File: src/rtl/host_io_pkg.sv
// Shared types and default addresses for the host load/run/unload sequencer.
// Sequencer states are listed in the order a normal transaction visits them.
package host_io_pkg;

  typedef enum logic [3:0] {
    IDLE,
    WR_XLO,
    WR_XHI,
    CLR_YLO,
    CLR_YHI,
    START,
    ARM,
    WAIT_DONE,
    RD_YLO,
    RD_YHI,
    OUT
  } state_t;

  localparam logic [7:0] X_LO_ADDR_DEF      = 8'h00;
  localparam logic [7:0] X_HI_ADDR_DEF      = 8'h01;
  localparam logic [7:0] Y_LO_ADDR_DEF      = 8'h02;
  localparam logic [7:0] Y_HI_ADDR_DEF      = 8'h03;
  localparam int         TIMEOUT_CYCLES_DEF = 1000;
  localparam int         CNT_W_DEF          = 10;

endpackage

File: src/rtl/host_io_seq.sv
// Host-side sequencer: loads operand X into data memory, starts the core,
// waits for done (with timeout) and returns result Y over a valid/ready port.
module host_io_seq
  import host_io_pkg::*;
#(
  parameter logic [7:0] X_LO_ADDR      = X_LO_ADDR_DEF,
  parameter logic [7:0] X_HI_ADDR      = X_HI_ADDR_DEF,
  parameter logic [7:0] Y_LO_ADDR      = Y_LO_ADDR_DEF,
  parameter logic [7:0] Y_HI_ADDR      = Y_HI_ADDR_DEF,
  parameter int         TIMEOUT_CYCLES = TIMEOUT_CYCLES_DEF,
  parameter int         CNT_W          = CNT_W_DEF
) (
  input  logic        clk,
  input  logic        reset,
  input  logic        in_valid,
  output logic        in_ready,
  input  logic [15:0] in_x,
  output logic        out_valid,
  input  logic        out_ready,
  output logic [15:0] out_y,
  output logic        out_err,
  output logic        mem_we,
  output logic [7:0]  mem_addr,
  output logic [7:0]  mem_wdata,
  input  logic [7:0]  mem_rdata,
  output logic        cpu_start,
  input  logic        cpu_done,
  output logic        busy
);

  state_t           r_state;
  state_t           w_next;
  logic [15:0]      r_x;
  logic [15:0]      r_y;
  logic             r_err;
  logic [CNT_W-1:0] r_cnt;
  logic             w_limit;

  assign w_limit = (r_cnt == CNT_W'(TIMEOUT_CYCLES - 1));
  assign out_y   = r_y;
  assign out_err = r_err;

  always_ff @(posedge clk or posedge reset) begin
    if (reset) r_state <= IDLE;
    else       r_state <= w_next;
  end

  // Outputs decode from state only; the handshake inputs affect next state alone.
  always_comb begin
    w_next    = r_state;
    in_ready  = 1'b0;
    out_valid = 1'b0;
    mem_we    = 1'b0;
    mem_addr  = 8'h00;
    mem_wdata = 8'h00;
    cpu_start = 1'b0;
    busy      = (r_state != IDLE);
    case (r_state)
      IDLE: begin
        in_ready = 1'b1;
        if (in_valid) w_next = WR_XLO;
      end
      WR_XLO: begin
        mem_we    = 1'b1;
        mem_addr  = X_LO_ADDR;
        mem_wdata = r_x[7:0];
        w_next    = WR_XHI;
      end
      WR_XHI: begin
        mem_we    = 1'b1;
        mem_addr  = X_HI_ADDR;
        mem_wdata = r_x[15:8];
        w_next    = CLR_YLO;
      end
      CLR_YLO: begin
        mem_we   = 1'b1;
        mem_addr = Y_LO_ADDR;
        w_next   = CLR_YHI;
      end
      CLR_YHI: begin
        mem_we   = 1'b1;
        mem_addr = Y_HI_ADDR;
        w_next   = START;
      end
      START: begin
        cpu_start = 1'b1;
        w_next    = ARM;
      end
      // A done still high from the previous run must fall before we trust a rise.
      ARM: begin
        if (!cpu_done)    w_next = WAIT_DONE;
        else if (w_limit) w_next = OUT;
      end
      WAIT_DONE: begin
        if (cpu_done)     w_next = RD_YLO;
        else if (w_limit) w_next = OUT;
      end
      RD_YLO: begin
        mem_addr = Y_LO_ADDR;
        w_next   = RD_YHI;
      end
      RD_YHI: begin
        mem_addr = Y_HI_ADDR;
        w_next   = OUT;
      end
      OUT: begin
        out_valid = 1'b1;
        if (out_ready) w_next = IDLE;
      end
      default: w_next = IDLE;
    endcase
  end

  always_ff @(posedge clk) begin
    if (r_state == IDLE && in_valid) r_x <= in_x;
  end

  always_ff @(posedge clk or posedge reset) begin
    if (reset) begin
      r_y   <= 16'h0000;
      r_err <= 1'b0;
      r_cnt <= '0;
    end else begin
      case (r_state)
        IDLE:   if (in_valid) r_err <= 1'b0;
        START:  r_cnt <= '0;
        ARM, WAIT_DONE: begin
          r_cnt <= r_cnt + 1'b1;
          // Leaving the wait straight to OUT means the limit expired.
          if (w_next == OUT) begin
            r_err <= 1'b1;
            r_y   <= 16'h0000;
          end
        end
        RD_YLO: r_y[7:0]  <= mem_rdata;
        RD_YHI: r_y[15:8] <= mem_rdata;
        default: ;
      endcase
    end
  end

endmodule

File: config.mk
export PLATFORM = sky130hd
export DESIGN_NAME = host_io_seq
export DESIGN_NICKNAME = d
export VERILOG_FILES = /design/src/rtl/host_io_pkg.sv /design/src/rtl/host_io_seq.sv
export SDC_FILE = /design/constraint.sdc
export NUM_CORES = 1
export LEC_CHECK = 0
export BUFFER_PORTS_ARGS = -buffer_cell sky130_fd_sc_hd__buf_2
export CAP_MARGIN = 20
export CELL_PAD_IN_SITES_DETAIL_PLACEMENT = 1
export CELL_PAD_IN_SITES_GLOBAL_PLACEMENT = 1
export CORE_ASPECT_RATIO = 0.9
export CORE_MARGIN = 1.5
export CORE_UTILIZATION = 38
export DETAILED_ROUTE_END_ITERATION = 8
export HOLD_SLACK_MARGIN = 0.03
export PLACE_DENSITY_LB_ADDON = 0.15
export SLEW_MARGIN = 20
export SYNTH_ARGS = -nofsm -noshare
export SYNTH_HDL_FRONTEND = slang
export SYNTH_SLANG_ARGS = --single-unit
File: constraint.sdc
create_clock -name clk -period 2.3 [get_ports clk]
set_input_delay 0.46 -clock clk [delete_from_list [all_inputs] [get_ports clk]]
set_output_delay 0.46 -clock clk [all_outputs]
set_load 0.01 [all_outputs]
# Yosys cells after proc, flatten, opt, wreduce, memory -nomap -nowiden
# Cells that the tools add are included.
[word_totals]
register_bits = 47
in_bits = 29
out_inout_bits = 38
wordCells = 54
[classes]
addsub = 1
eq_ne = 14
mux = 19
n_reduce_logical = 14
[op_table]
columns = ["cell", "n"]
rows = [
  ["case mux 8 bit (2 select lines)", 3],
  ["case mux 4 bit (11 select lines)", 1],
  ["two-way mux 4 bit", 5],
  ["case mux 10 bit (2 select lines)", 1],
  ["equality test 4 x 3 -> 1 bit (second input constant)", 4],
  ["equality test 4 bit (second input constant)", 4],
  ["two-way mux 16 bit", 1],
  ["adder 10 x 1 -> 10 bit (second input constant)", 1],
  ["equality test 10 bit (second input constant)", 1],
  ["equality test 4 x 2 -> 1 bit (second input constant)", 2],
  ["nonzero test 2 bit", 4],
  ["two-way mux 1 bit", 6],
  ["case mux 2 bit (3 select lines)", 1],
  ["OR reduction 2 bit", 3],
  ["equality test 4 x 1 -> 1 bit (second input constant)", 1],
  ["zero test 4 bit", 1],
  ["inequality test 2 bit (second input constant)", 2],
  ["AND reduction 2 bit", 2],
  ["nonzero test 4 bit", 1],
  ["OR reduction 4 bit", 1],
  ["AND reduction 3 bit", 1],
  ["case mux 1 bit (2 select lines)", 1],
  ["logical AND 1 bit", 1],
]

# Depth between registers and ports, before layout
[logic_depth]
depth_word = 7
mapped_depth = 7
ltp_nobuf = 5

# Worst setup path after synthesis
# OpenSTA, ideal clock, no wires.
[synth_path]
path_kind = "flip-flop to flip-flop"
from = "register r_state[0]"
to = "register r_x[0], enable pin"
setup_time_ns = 0.364
arrival_ns = 1.441
required_time_ns = 1.936
setup_slack_ns = 0.495
path_stages_with_launch = 7
n_path_buf = 1
period_less_slack_ns = 1.805
path_cell_list = "dfrtp_1 buf_2 nor2_1 nand2_1 inv_1 nand2_1 inv_1"
[synth_via]
elab_chain_len = 2
[synth_lines]
columns = ["element", "line_no", "source"]
rows = [
  ["start: declaration", "host_io_seq.sv:31", "state_t r_state;"],
  ["start signal: assignment", "host_io_seq.sv:45", "else r_state <= w_next;"],
  ["zero test 4 bit", "host_io_seq.sv:115", "if (r_state == IDLE && in_valid) r_x <= in_x;"],
  ["logical AND 1 bit", "host_io_seq.sv:115", ""],
  ["end signal: assignment", "host_io_seq.sv:115", ""],
  ["end: declaration", "host_io_seq.sv:33", "logic [15:0] r_x;"],
]
# No other way between the ends.
# A chain may end at the register's enable or synchronous reset.

# Worst setup path after layout
[layout_path]
from = "register r_state[0]"
to = "output port mem_wdata[2]"
[layout_via]
elab_chain_len = 2
elab_cells_between_ends = 3
classes_between = "eq/ne: 2; mux: 1"
[layout_lines]
columns = ["element", "line_no", "source"]
rows = [
  ["equality test 4 x 2 -> 1 bit / equality test 4 x 1 -> 1 bit (equally long branches)", "host_io_seq.sv:58", "case (r_state)"],
  ["case mux 8 bit (2 select lines) (*)", "host_io_seq.sv:58", ""],
  ["end: declaration", "host_io_seq.sv:24", "output logic [7:0] mem_wdata,"],
]
# Every way passes the cells marked *; elsewhere a longest branch is shown, timed or not.

==> results.rst <==
.. list-table::
   :header-rows: 1

   * - Metric
     - Value
   * - Top-area cell type share of the netlist area
     - 0.346
   * - Switching part of the total power
     - 0.407
   * - Leakage
     - 1.29 nW
   * - Layout cells sized above 1
     - 0.292
   * - Cell with the largest stage delay on the worst path
     - sky130_fd_sc_hd__dfrtp_1
   * - CTS Root Buffer Type
     - sky130_fd_sc_hd__clkbuf_8
   * - Number of DRC markers after the initial detailed-route iteration
     - 79
   * - Syn avg cell area
     - 9.84 um2
   * - Required time worst endpoint
     - 1840 ps
   * - Count of different cell masters after synthesis
     - 40
   * - Logic gate share of total power
     - 0.423
   * - Total wire length after detailed routing
     - 5550 um
   * - Die area
     - 6370 um2
   * - Shortest period the worst path allows
     - 2140 ps
   * - Combined area of all synthesized cells
     - 2240 um2
   * - Clock-pin slew on the worst setup and hold paths
     - 90 ps
   * - Area contributors post-synth
     - sky130_fd_sc_hd__dfrtp_1, sky130_fd_sc_hd__edfxtp_1, sky130_fd_sc_hd__nand2_1
   * - Max Freq
     - 0.468 GHz
   * - Net count reported at finish
     - 320
   * - Final Cycle Share
     - 0.929
   * - Critical Path AT
     - 1680 ps
   * - Layout overhead on the synthesized area
     - 20.7%
   * - Pre-antenna DRT Iters
     - 4
   * - Post-Synth Simple-Gate Area
     - 0.179
   * - Dominant combinational cell family by area after synthesis
     - compound AO/OA/AOI/OAI gates
   * - Switching power total
     - 1.33 mW
   * - Run status
     - completed
   * - Detailed-route vias per instance
     - 5.18
   * - Count of endpoints failing setup in the final report
     - 0
   * - Clock share of power
     - 0.162
   * - Vias
     - 1,869
   * - Highest net fanout along the worst path
     - 13
   * - Startpoint Class
     - flop
   * - Antenna diode count
     - 0
   * - Slew Viols, Final
     - 0
   * - Port Buffers
     - 60
   * - Count of pins on the block boundary
     - 67
   * - Compound-cell area share of the yosys netlist
     - 0.183
   * - End-of-flow core utilization
     - 0.476
   * - Number of hold-repair buffers added at the cts stage
     - 0
   * - TritonCTS sink count
     - 47
   * - Count of unresolved DRC violations after routing
     - 0
   * - Placed Area
     - 2610 um2
   * - Warnings from Yosys
     - 0
   * - Post-synth top area cell
     - sky130_fd_sc_hd__dfrtp_1
   * - Adder and majority gate portion of the synthesized area
     - 0.00558
   * - Slack of the worst reg-to-reg path
     - 390 ps
   * - Unrepaired setup endpoints after global routing
     - no
   * - Top_reg_cell synth
     - sky130_fd_sc_hd__dfrtp_1
   * - Core Region
     - 5690 um2
   * - Final estimated routing congestion in global placement
     - 0.785
   * - Global-route wire length before repair
     - 8860 um
   * - Maximum clock insertion buffer count
     - 2
   * - Starting density of the core
     - 0.394
   * - Global route total overflow
     - 0
   * - Final HPWL DP
     - 4060 um
   * - Design internal power
     - 1.94 mW
   * - Proportion of synthesized area in mux cells
     - 0.00446
   * - Power density of the placed cells
     - 1210 nW/um2
   * - Vertical die dimension
     - 75.9 um
   * - Share of async-settable or async-resettable flops after synthesis
     - 0.660
   * - Max Clock Skew
     - 3.78 ps
   * - Cell chain of the critical path
     - nor2b_1, buf_4, a22oi_1, nor2_1, buf_2
   * - R2R Path End
     - out_y[13]
   * - Post-Synthesis Cells
     - 228
   * - Xor/xnor share of the synthesized area
     - 0.00781
   * - Endpoint class of the critical path
     - output pin
   * - Antenna Nets Post-Route
     - 0
   * - Core Rows
     - 26
   * - Count of max-cap constraint violations
     - 0
   * - Source-to-sink clock delay at the later pin of the worst-skew pair
     - 300 ps
   * - Dpl ws
     - 284 ps
   * - CTS tree
     - built
   * - Antenna violations before repair
     - 0
   * - Register share of total power
     - 0.415
   * - Final worst setup slack
     - 163 ps
   * - Fin Setup TNS
     - 0 ps
   * - Cell area after layout
     - 2710 um2
   * - Final hold viol count
     - 0
   * - Clock buffer count from CTS
     - 5
   * - Number of inserted filler cells in the final layout
     - 693
   * - Die X
     - 84.0 um
   * - Flip-flop and latch count after synthesis
     - 47
   * - Slowest Stage Delay on Critical Path
     - 660 ps
   * - Sequential-to-total area share from yosys stat
     - 0.560
   * - Average wire length per cell after detail routing
     - 15.4 um
   * - Worst hold-check path type
     - input port to async pin
   * - Reg2reg path depth
     - 5
   * - Number of global-route vias before repair
     - 1,734
   * - Global-route usage over all layers
     - 0.178
   * - Worst R2R Start
     - r_state[0]
   * - EDFF count, synth
     - 16
   * - IR Drop Worst-Case VDD
     - 0.000555 V
   * - Maximum number of pins on one net before global-route repair
     - 32
   * - CTS H-tree depth
     - 2
   * - Type of the worst setup path
     - flop to output pin
[layer usage]
layer / GRT usage / part of all wire / up-vias
li1: - / - / 908
met1: 0.250 / 0.49 / 915
met2: 0.289 / 0.47 / 41
met3: 0.0336 / 0.037 / 5
met4: 0.0437 / 0.0074 / 0
met5: 0 / 0 / -
[layout make-up]
class / instances / area, um2 / share of cell area
clock buffers: 6 / 82.6 / 0.0305
repair buffers: 69 / 368 / 0.136
well taps: 70 / 87.6 / 0.0323
inverters: 5 / 18.8 / 0.00693
clock inverters: 2 / 15.0 / 0.00554
flip-flops and latches: 47 / 1260 / 0.465
multi-input cells: 162 / 878 / 0.324
[cells in the mapped netlist (3+ instances only)]
library cell / instances
sky130_fd_sc_hd__o21ai_0: 27
sky130_fd_sc_hd__nand2_1: 45
sky130_fd_sc_hd__clkbuf_1: 5
sky130_fd_sc_hd__nand4_1: 3
sky130_fd_sc_hd__a22oi_1: 8
sky130_fd_sc_hd__and2_1: 5
sky130_fd_sc_hd__a21oi_1: 4
sky130_fd_sc_hd__buf_2: 5
sky130_fd_sc_hd__and3_1: 3
sky130_fd_sc_hd__nor2b_1: 3
sky130_fd_sc_hd__o31ai_1: 3
sky130_fd_sc_hd__nor2_1: 19
sky130_fd_sc_hd__edfxtp_1: 16
sky130_fd_sc_hd__buf_4: 7
sky130_fd_sc_hd__a31oi_1: 4
sky130_fd_sc_hd__dfrtp_1: 31
sky130_fd_sc_hd__inv_1: 5
sky130_fd_sc_hd__o21ai_1: 9
[flip-flops by register name, indices dropped and copies added, names as in the netlist]
name / flops
out_y: 16
r_x: 16
r_cnt: 10
r_state: 4
out_err: 1
[worst max-delay path by stage]
stage	start	end	slack, ps
floorplan	r_state[0]	r_x[0]	490
CTS	r_state[1]	mem_wdata[2]	100
detailed placement	r_state[1]	mem_wdata[2]	280
global placement	r_state[1]	mem_wdata[4]	330
global route	r_state[2]	cpu_start	7
finish	r_state[0]	mem_wdata[2]	160
[stage by stage]
stage / cells / hold slack [ps] / power [mW]
2_1_floorplan: 233 / 438 / 2.20
3_3_place_gp: 353 / 471 / 2.71
3_5_place_dp: 353 / 497 / 2.76
4_1_cts: 361 / 245 / 3.31
5_1_grt: 361 / 275 / 3.54
6_report: 361 / 231 / 3.28
[cells by family (layout without fill, tap and decap cells)]
group	count (synthesis)	in the layout
DFF	47	47
muxes	1	1
buffers and inverters	24	82
other	1	6
AOI/OAI and AO/OA	65	65
xor gates and xnor gates	2	2
adders and majority gates	1	1
and+or+nand+nor	87	87
[critical path, delay by kind of cell, from the launching register on]
kind,cells,cell delay [ps]
flip-flops,1,660
buffers and inverters,2,320
AND/OR/NAND/NOR,2,300
AO/OA/AOI/OAI,1,100
[power by group through the flow]
stage / registers, mW / logic, mW / clock network [mW]
after floorplan: 1.32 / 0.880 / 0
after global placement: 1.35 / 1.36 / 0
after detailed placement: 1.37 / 1.39 / 0
after CTS: 1.35 / 1.40 / 0.553
after global routing: 1.39 / 1.56 / 0.588
final: 1.36 / 1.38 / 0.531
[placed cells by master (no fill, tap or decap), drive strengths merged, types with 2 or more instances in the layout]
master  instances
a21o            2
a21oi           4
a221oi          2
a22oi           8
a31oi           4
a41oi           2
and2            5
and3            3
buf            69
clkbuf          6
conb            6
dfrtp          31
edfxtp         16
inv             6
nand2          45
nand2b          2
nand4           4
nor2           19
nor2b           3
o21ai          36
o31ai           3
xnor2           2
[what timing repair did]
item / 4_1_cts / 5_1_grt
resized for setup: 1 / 2
setup endpoints to repair: 8 / 9
buffers inserted: 0 / 0
No activity file was read; power rests on OpenSTA's default activity.
